File: src/rtl/mctrl_req_queue.sv
// Request queue and sequencer feeding the DDR3 controller CPU port.
// Buffers source requests in a FIFO, issues them one at a time with a
// valid/ready handshake, returns read data with its address, and flags
// reads that never receive data.
module mctrl_req_queue #(
    parameter int unsigned ADDR_MCTRL = 27,
    parameter int unsigned DQ_BITS    = 8,
    parameter int unsigned DEPTH      = 4,
    parameter int unsigned TIMEOUT    = 64
) (
    input  logic                      i_cpu_ck,
    input  logic                      i_cpu_reset,
    input  logic                      req_valid,
    output logic                      req_ready,
    input  logic                      req_cmd,
    input  logic [ADDR_MCTRL-1:0]     req_addr,
    input  logic [8*DQ_BITS-1:0]      req_wr_data,
    output logic                      mc_valid,
    output logic                      mc_enable,
    output logic                      mc_cmd,
    output logic [ADDR_MCTRL-1:0]     mc_addr,
    output logic [8*DQ_BITS-1:0]      mc_wr_data,
    input  logic                      mc_data_rdy,
    input  logic [8*DQ_BITS-1:0]      mc_rd_data,
    input  logic                      mc_rd_data_valid,
    output logic                      rsp_valid,
    output logic [ADDR_MCTRL-1:0]     rsp_addr,
    output logic [8*DQ_BITS-1:0]      rsp_data,
    output logic [$clog2(DEPTH):0]    fifo_count,
    output logic                      busy,
    output logic                      timeout_err
);

    localparam int unsigned DW = 8 * DQ_BITS;
    localparam int unsigned PW = $clog2(DEPTH);
    localparam int unsigned CW = PW + 1;
    localparam int unsigned WW = $clog2(TIMEOUT + 1);

    typedef struct packed {
        logic                  cmd;
        logic [ADDR_MCTRL-1:0] addr;
        logic [DW-1:0]         wr_data;
    } entry_t;

    typedef enum logic [1:0] {
        IDLE    = 2'd0,
        ISSUE   = 2'd1,
        HOLD    = 2'd2,
        WAIT_RD = 2'd3
    } state_t;

    entry_t                r_mem [DEPTH];
    logic [PW-1:0]         r_wr_ptr;
    logic [PW-1:0]         r_rd_ptr;
    logic [CW-1:0]         r_count;

    state_t                r_state;
    state_t                w_state_nxt;
    logic [WW-1:0]         r_wd;
    logic [WW-1:0]         w_wd_nxt;

    logic                  r_mc_valid;
    logic                  r_mc_enable;
    logic                  r_mc_cmd;
    logic [ADDR_MCTRL-1:0] r_mc_addr;
    logic [DW-1:0]         r_mc_wr_data;
    logic                  r_rsp_valid;
    logic [ADDR_MCTRL-1:0] r_rsp_addr;
    logic [DW-1:0]         r_rsp_data;
    logic                  r_busy;
    logic                  r_timeout_err;

    logic                  w_ready;
    logic                  w_push;
    logic                  w_pop;
    logic                  w_rsp_fire;
    logic                  w_timeout;
    entry_t                w_head;

    // Accept whenever the registered occupancy shows a free slot.
    assign w_ready = (r_count != CW'(DEPTH));
    assign w_push  = req_valid && w_ready;
    assign w_head  = r_mem[r_rd_ptr];

    // FIFO storage: data only, no reset needed.
    always_ff @(posedge i_cpu_ck) begin
        if (w_push) begin
            r_mem[r_wr_ptr] <= '{cmd: req_cmd, addr: req_addr, wr_data: req_wr_data};
        end
    end

    // FIFO pointers and occupancy.
    always_ff @(posedge i_cpu_ck or posedge i_cpu_reset) begin
        if (i_cpu_reset) begin
            r_wr_ptr <= '0;
            r_rd_ptr <= '0;
            r_count  <= '0;
        end else begin
            if (w_push) r_wr_ptr <= r_wr_ptr + PW'(1);
            if (w_pop)  r_rd_ptr <= r_rd_ptr + PW'(1);
            case ({w_push, w_pop})
                2'b10:   r_count <= r_count + CW'(1);
                2'b01:   r_count <= r_count - CW'(1);
                default: r_count <= r_count;
            endcase
        end
    end

    // Sequencer next-state, pop decision and watchdog.
    always_comb begin
        w_state_nxt = r_state;
        w_wd_nxt    = r_wd;
        w_pop       = 1'b0;
        w_rsp_fire  = 1'b0;
        w_timeout   = 1'b0;
        case (r_state)
            IDLE: begin
                if ((r_count != '0) && mc_data_rdy) begin
                    w_pop       = 1'b1;
                    w_state_nxt = ISSUE;
                end
            end
            ISSUE: begin
                w_wd_nxt    = '0;
                w_state_nxt = r_mc_cmd ? HOLD : WAIT_RD;
            end
            HOLD: begin
                w_state_nxt = IDLE;
            end
            WAIT_RD: begin
                if (mc_rd_data_valid) begin
                    w_rsp_fire  = 1'b1;
                    w_state_nxt = IDLE;
                end else if (r_wd == WW'(TIMEOUT - 1)) begin
                    w_timeout   = 1'b1;
                    w_state_nxt = IDLE;
                end else begin
                    w_wd_nxt    = r_wd + WW'(1);
                end
            end
            default: begin
                w_state_nxt = IDLE;
            end
        endcase
    end

    // State, controller-side and response-side registers.
    always_ff @(posedge i_cpu_ck or posedge i_cpu_reset) begin
        if (i_cpu_reset) begin
            r_state       <= IDLE;
            r_wd          <= '0;
            r_mc_valid    <= 1'b0;
            r_mc_enable   <= 1'b0;
            r_mc_cmd      <= 1'b0;
            r_mc_addr     <= '0;
            r_mc_wr_data  <= '0;
            r_rsp_valid   <= 1'b0;
            r_rsp_addr    <= '0;
            r_rsp_data    <= '0;
            r_busy        <= 1'b0;
            r_timeout_err <= 1'b0;
        end else begin
            r_state       <= w_state_nxt;
            r_wd          <= w_wd_nxt;
            r_mc_valid    <= (w_state_nxt == ISSUE);
            r_mc_enable   <= 1'b1;
            r_busy        <= (w_state_nxt != IDLE);
            r_rsp_valid   <= w_rsp_fire;
            r_timeout_err <= r_timeout_err | w_timeout;
            if (w_pop) begin
                r_mc_cmd     <= w_head.cmd;
                r_mc_addr    <= w_head.addr;
                r_mc_wr_data <= w_head.wr_data;
            end
            if (w_rsp_fire) begin
                r_rsp_addr <= r_mc_addr;
                r_rsp_data <= mc_rd_data;
            end
        end
    end

    assign req_ready   = w_ready;
    assign mc_valid    = r_mc_valid;
    assign mc_enable   = r_mc_enable;
    assign mc_cmd      = r_mc_cmd;
    assign mc_addr     = r_mc_addr;
    assign mc_wr_data  = r_mc_wr_data;
    assign rsp_valid   = r_rsp_valid;
    assign rsp_addr    = r_rsp_addr;
    assign rsp_data    = r_rsp_data;
    assign fifo_count  = r_count;
    assign busy        = r_busy;
    assign timeout_err = r_timeout_err;

endmodule

File: config.mk
export PLATFORM = sky130hd
export DESIGN_NAME = mctrl_req_queue
export DESIGN_NICKNAME = d
export VERILOG_FILES = /design/src/rtl/mctrl_req_queue.sv
export SDC_FILE = /design/constraint.sdc
export NUM_CORES = 1
export LEC_CHECK = 0
export CAP_MARGIN = 20
export CORE_ASPECT_RATIO = 1.75
export CORE_MARGIN = 2
export CORE_UTILIZATION = 30
export DETAILED_ROUTE_END_ITERATION = 10
export SLEW_MARGIN = 5
export SYNTH_ARGS = -nofsm -noshare
export SYNTH_HDL_FRONTEND = slang
export SYNTH_SLANG_ARGS = --single-unit
File: constraint.sdc
create_clock -name i_cpu_ck -period 15.3 [get_ports i_cpu_ck]
set_input_delay 1.53 -clock i_cpu_ck [delete_from_list [all_inputs] [get_ports i_cpu_ck]]
set_output_delay 1.53 -clock i_cpu_ck [all_outputs]
set_load 0.01 [all_outputs]
=== After elaboration in Yosys (flattened, before gate mapping) ===
Memories as Yosys holds them, arrays and structs flattened. A register that Yosys moved wholly into a read port is not among the register bits.
Index checks and enable logic that the tools add are counted.

* Add/subtract/negate cells: 5
* Equal/unequal tests: 10
* Multiplexer cells: 18
* Bitwise operators: 1
* Reduce and logical (&&, ||, !) cells: 8

{| class="wikitable"
|+ Operator list
! kind !! count
|-
| 2-to-1 mux 7 bit || 2
|-
| case mux 7 bit (2 select lines) || 1
|-
| 2-to-1 mux 1 bit || 10
|-
| case mux 2 bit (4 select lines) || 1
|-
| adder 7 x 1 -> 7 bit, second input constant || 1
|-
| == test 7 x 6 -> 1 bit, second input constant || 1
|-
| == test 2 x 1 -> 1 bit, second input constant || 3
|-
| == test 2 bit, second input constant || 3
|-
| 2-to-1 mux 2 bit || 3
|-
| case mux 3 bit (2 select lines) || 1
|-
| nonzero test 2 bit || 3
|-
| adder 2 x 1 -> 2 bit, second input constant || 2
|-
| inequality test 2 bit, second input constant || 2
|-
| adder 3 x 1 -> 3 bit, second input constant || 1
|-
| inequality test 3 bit, second input constant || 1
|-
| AND reduction 3 bit || 1
|-
| nonzero test 3 bit || 1
|-
| subtractor 3 x 1 -> 3 bit, second input constant || 1
|-
| logical AND 1 bit || 2
|-
| zero test 2 bit || 1
|-
| OR 1 bit || 1
|}

* Register bits after elaboration: 112
* RAM bits: 368
* Bits of input ports: 161
* Output and inout bits: 192
* Logic and storage cells: 55
* Memories: 1

{| class="wikitable"
|+ Memories
! memory !! words !! bits a word !! read ports !! clocked after memory_dff !! write ports !! RTL line !! source
|-
| r_mem || 4 || 92 || 1 || 1 || 1 || 52 || <nowiki>entry_t r_mem [DEPTH];</nowiki>
|}

=== Depth between registers and ports, before layout ===
* Depth in word-level cells: 6
* Mapped depth: 10
* Mapped depth without buffers: 10

=== Worst setup path before layout ===
OpenSTA, ideal clock, no wires.

* Path kind: input-to-reg
* Start: input req_valid
* End: memory r_mem[0][0] (netlist bit), enable pin
* Setup time: 462 ps
* Arrival: 3703 ps
* Setup slack: 11135 ps
* Cell stages on the path: 1
* Buffers on the path: 0
* Cells stage by stage: and3_1

* Word-level cells in the longest chain between the ends: 3

{| class="wikitable"
|+ RTL lines
! item !! RTL line !! source
|-
| start: declaration || 13 || <nowiki>input logic req_valid,</nowiki>
|-
| logical AND 1 bit || 82 || <nowiki>assign w_push = req_valid && w_ready;</nowiki>
|-
| 2-to-1 mux 1 bit || 87 || <nowiki>if (w_push) begin</nowiki>
|-
| 2-to-1 mux 1 bit (not written as such) || 88 || <nowiki>r_mem[r_wr_ptr] <= '{cmd: req_cmd, addr: req_addr, wr_data: req_wr_data};</nowiki>
|-
| end: declaration || 52 ||
|}

No other way between the ends.

=== Worst setup path after layout ===
* Start: input mc_data_rdy
* End: register r_mc_addr[6] (netlist: mc_addr[6]), read port of r_mem

* Word-level cells in the longest chain between the ends: 3

{| class="wikitable"
|+ RTL lines
! item !! RTL line !! source
|-
| start: declaration || 23 || <nowiki>input logic mc_data_rdy,</nowiki>
|-
| logical AND 1 bit || 118 || <nowiki>if ((r_count != '0) && mc_data_rdy) begin</nowiki>
|-
| 2-to-1 mux 1 bit || 118 ||
|-
| 2-to-1 mux 1 bit || 116 || <nowiki>case (r_state)</nowiki>
|-
| end: declaration || 65 || <nowiki>logic [ADDR_MCTRL-1:0] r_mc_addr;</nowiki>
|}

No other way between the ends.
A chain may end at the register's enable or synchronous reset.

==> impl_metrics.env <==
export IMPL_synth_compound_area_share_pct=0.528
export IMPL_avgSynthCellArea_um2=21.8
export IMPL_cts_hold_buf=0
export IMPL_max_slew_margin_rel_pct=34.0
export IMPL_synth_mux_area_fraction_pct=19.7
export IMPL_globalplace_congestion=0.713
export IMPL_slowest_stage="buf_4"
export IMPL_synth_simple_area_share_pct=0.950
export IMPL_async_flop_share_pct=35.7
export IMPL_syn_to_final_growth_pct=31.4
export IMPL_peakVddDrop_mv=0.112
export IMPL_setup_viol=0
export IMPL_clkLatencyLatePin_ns=0.62
export IMPL_crit_chain="clkdlybuf4s50_1, nor4b_4, buf_4, buf_4, mux2_2"
export IMPL_max_stage_delay_ns=0.67
export IMPL_io_buffers=352
export IMPL_finalNonFillerCells=2302
export IMPL_tritoncts="built"
export IMPL_synth_nets=1135
export IMPL_synth_cell_types=40
export IMPL_cts_made_buffers=54
export IMPL_antenna_left=0
export IMPL_wl_mm=47.1
export IMPL_route_detailed_drc=0
export IMPL_rsz0062_at_grt="no"
export IMPL_cts_resized=0
export IMPL_die_h_um=355
export IMPL_first_global_vias=11500
export IMPL_hold_violations=0
export IMPL_clkSinkCount=572
export IMPL_drive_above_1_share_pct=28.3
export IMPL_synthCells=967
export IMPL_period_share_pct=23.4
export IMPL_critPathRequiredTime_ns=15.78
export IMPL_cp_buffers_inverters=3
export IMPL_htree_levels=2
export IMPL_finClkSkew_ns=0.0275
export IMPL_p_per_area_mw_per_mm2=205
export IMPL_cap_violations=0
export IMPL_worst_pin_slew_ns=0.990
export IMPL_grt_max_degree=102
export IMPL_via_per_inst=4.51
export IMPL_yosysWarnings=0
export IMPL_clockBufferDepth=3
export IMPL_min_path_type="flop to flop"
export IMPL_setup_tns_ns=0
export IMPL_start_util_pct=30.3
export IMPL_min_period_ns=3.59
export IMPL_ioPinCount=353
export IMPL_rows=128
export IMPL_synth_top_family_by_area="multiplexers"
export IMPL_placedCellCount=2198
export IMPL_path_class="primary input to flop"
export IMPL_drtIter0Drc=391
export IMPL_syn_area_mm2=0.0211
export IMPL_crit_path_end_kind="flop"
export IMPL_die_w_um=204
export IMPL_vias=10400
export IMPL_nets=1512
export IMPL_path_clk_slew_ns=0.06
export IMPL_dieArea_mm2=0.0725
export IMPL_synth_xor_area_share_pct=0.249
export IMPL_cts_root_buf="clkbuf_16"
export IMPL_core_area_mm2=0.0695
export IMPL_fill_cells=6298
export IMPL_hpwl_mm=29.2
export IMPL_post_cts_setup_buffers=0
export IMPL_grt_usage_pct=12.9
export IMPL_antenna_found_initial=4
export IMPL_crit_arrival_ns=4.07
export IMPL_yosys_most_used_dff="edfxtp_1"
export IMPL_yosysSeqAreaShare_pct=76.7
export IMPL_synth_adder_area_share_pct=0.451
export IMPL_crit_fanout=52
export IMPL_pre_cts_ws_ns=10.99
export IMPL_p_leak_nw=9.87
export IMPL_synth_seq_cells=572
export IMPL_critical_path_startpoint_type="primary input"
export IMPL_first_pass_iters=4
export IMPL_maxSlewViolCount=0
export IMPL_wl_per_cell_um=20.5
export IMPL_setup_ws_ns=11.71
export IMPL_grt_pass1_wl_mm=70.3
export IMPL_critPathTopFamily="buffers and inverters"
export IMPL_grt_overflow_total=0
export IMPL_layout_commonest_cell="edfxtp_1"
export IMPL_final_cell_mix="edfxtp_1, clkdlybuf4s50_1, dfrtp_1, mux2_2, mux4_2"
export IMPL_status="finished clean"
export IMPL_synth_edff_count=368
export IMPL_crit_top_cell="buf_4"
export IMPL_max_freq_mhz=279
-- final timing paths --
check,startpoint,endpoint,slack (ns),cells after the start
worst max-delay path,mc_data_rdy,mc_addr[6]$_DFFE_PP0P_,11.71,5
worst max register to register,r_state[0]$_DFF_PP0_,mc_addr[6]$_DFFE_PP0P_,12.40,4
min in group asynchronous,i_cpu_reset,rsp_addr[24]$_DFFE_PP0P_,1.47,2
max in group asynchronous,i_cpu_reset,r_rd_ptr[1]$_DFFE_PP0P_,11.76,4
worst min register to register,timeout_err$_DFF_PP0_,timeout_err$_DFF_PP0_,0.49,1
worst min-delay path,timeout_err$_DFF_PP0_,timeout_err$_DFF_PP0_,0.49,1
-- cell families (layout without fill, tap and decap cells) --
family | count (synthesis) | in the layout
xor gates and xnor gates | 6 | 6
buffers and inverters | 55 | 478
adders and majority gates | 7 | 7
and+or+nand+nor | 33 | 33
muxes | 277 | 277
AOI/OAI and AO/OA | 16 | 16
DFF | 572 | 572
other | 1 | 3
-- final cells by class --
type                       instances  area, um2  share of cell area, %
tap                              910       1140                   4.11
sequential                       572      16200                   58.4
inverter                          12       52.6                  0.190
timing repair buffer             364       3610                   13.0
multi-input combinational        340       4650                   16.8
antenna                            2       5.00                 0.0181
clock inverter                    37        598                   2.16
clock buffer                      65       1470                   5.32
-- Yosys cell counts, types with 5 or more instances --
master | number | area [um2]
buf_2 | 20 | 100
nand3_1 | 5 | 25.0
ha_1 | 6 | 75.1
inv_1 | 12 | 45.0
edfxtp_1 | 368 | 11100
mux2_2 | 181 | 2040
mux4_2 | 92 | 2070
nor2_1 | 7 | 26.3
buf_6 | 7 | 78.8
and3_1 | 5 | 31.3
clkbuf_1 | 8 | 30.0
dfrtp_1 | 204 | 5100
-- flip-flops by register name, indices dropped and copies added, names as in the netlist, 2 cells and up --
register	count
r_mem	368
mc_wr_data	64
rsp_data	64
mc_addr	27
rsp_addr	27
r_wd	7
fifo_count	3
r_rd_ptr	2
r_state	2
r_wr_ptr	2
-- worst reg2reg max path: stages (launching register included) --
cell	delay [ns]
dfrtp_1	0.56
nor4b_4	0.34
buf_4	0.64
buf_4	0.70
mux2_2	0.53
-- metal layers --
metal	global-route usage, %	vias to the layer above	routed length [um]
li1	-	4574	-
met1	14.9	5379	18100
met2	23.5	346	24700
met3	3.19	71	3120
met4	4.14	8	1130
met5	0	-	40
-- where the power goes --
part | switching (mW) | total, mW | internal [mW]
sequential | 0.271 | 2.41 | 2.14
clock | 0.589 | 1.53 | 0.944
combinational | 0.712 | 1.72 | 1.01
total | 1.57 | 5.67 | 4.10
-- metrics by stage --
stage               area (um2)  util, %  power (mW)  hold slack (ns)
floorplan                21100        -        3.35            0.458
global placement         25600     36.9        4.19            0.470
detailed placement       25600     36.9        4.23            0.481
CTS                      27700     39.8        5.79            0.495
global route             27700     39.8        5.97            0.510
finish                   27700     39.8        5.67            0.493
Note: power is estimated with default switching activity, not from simulation.
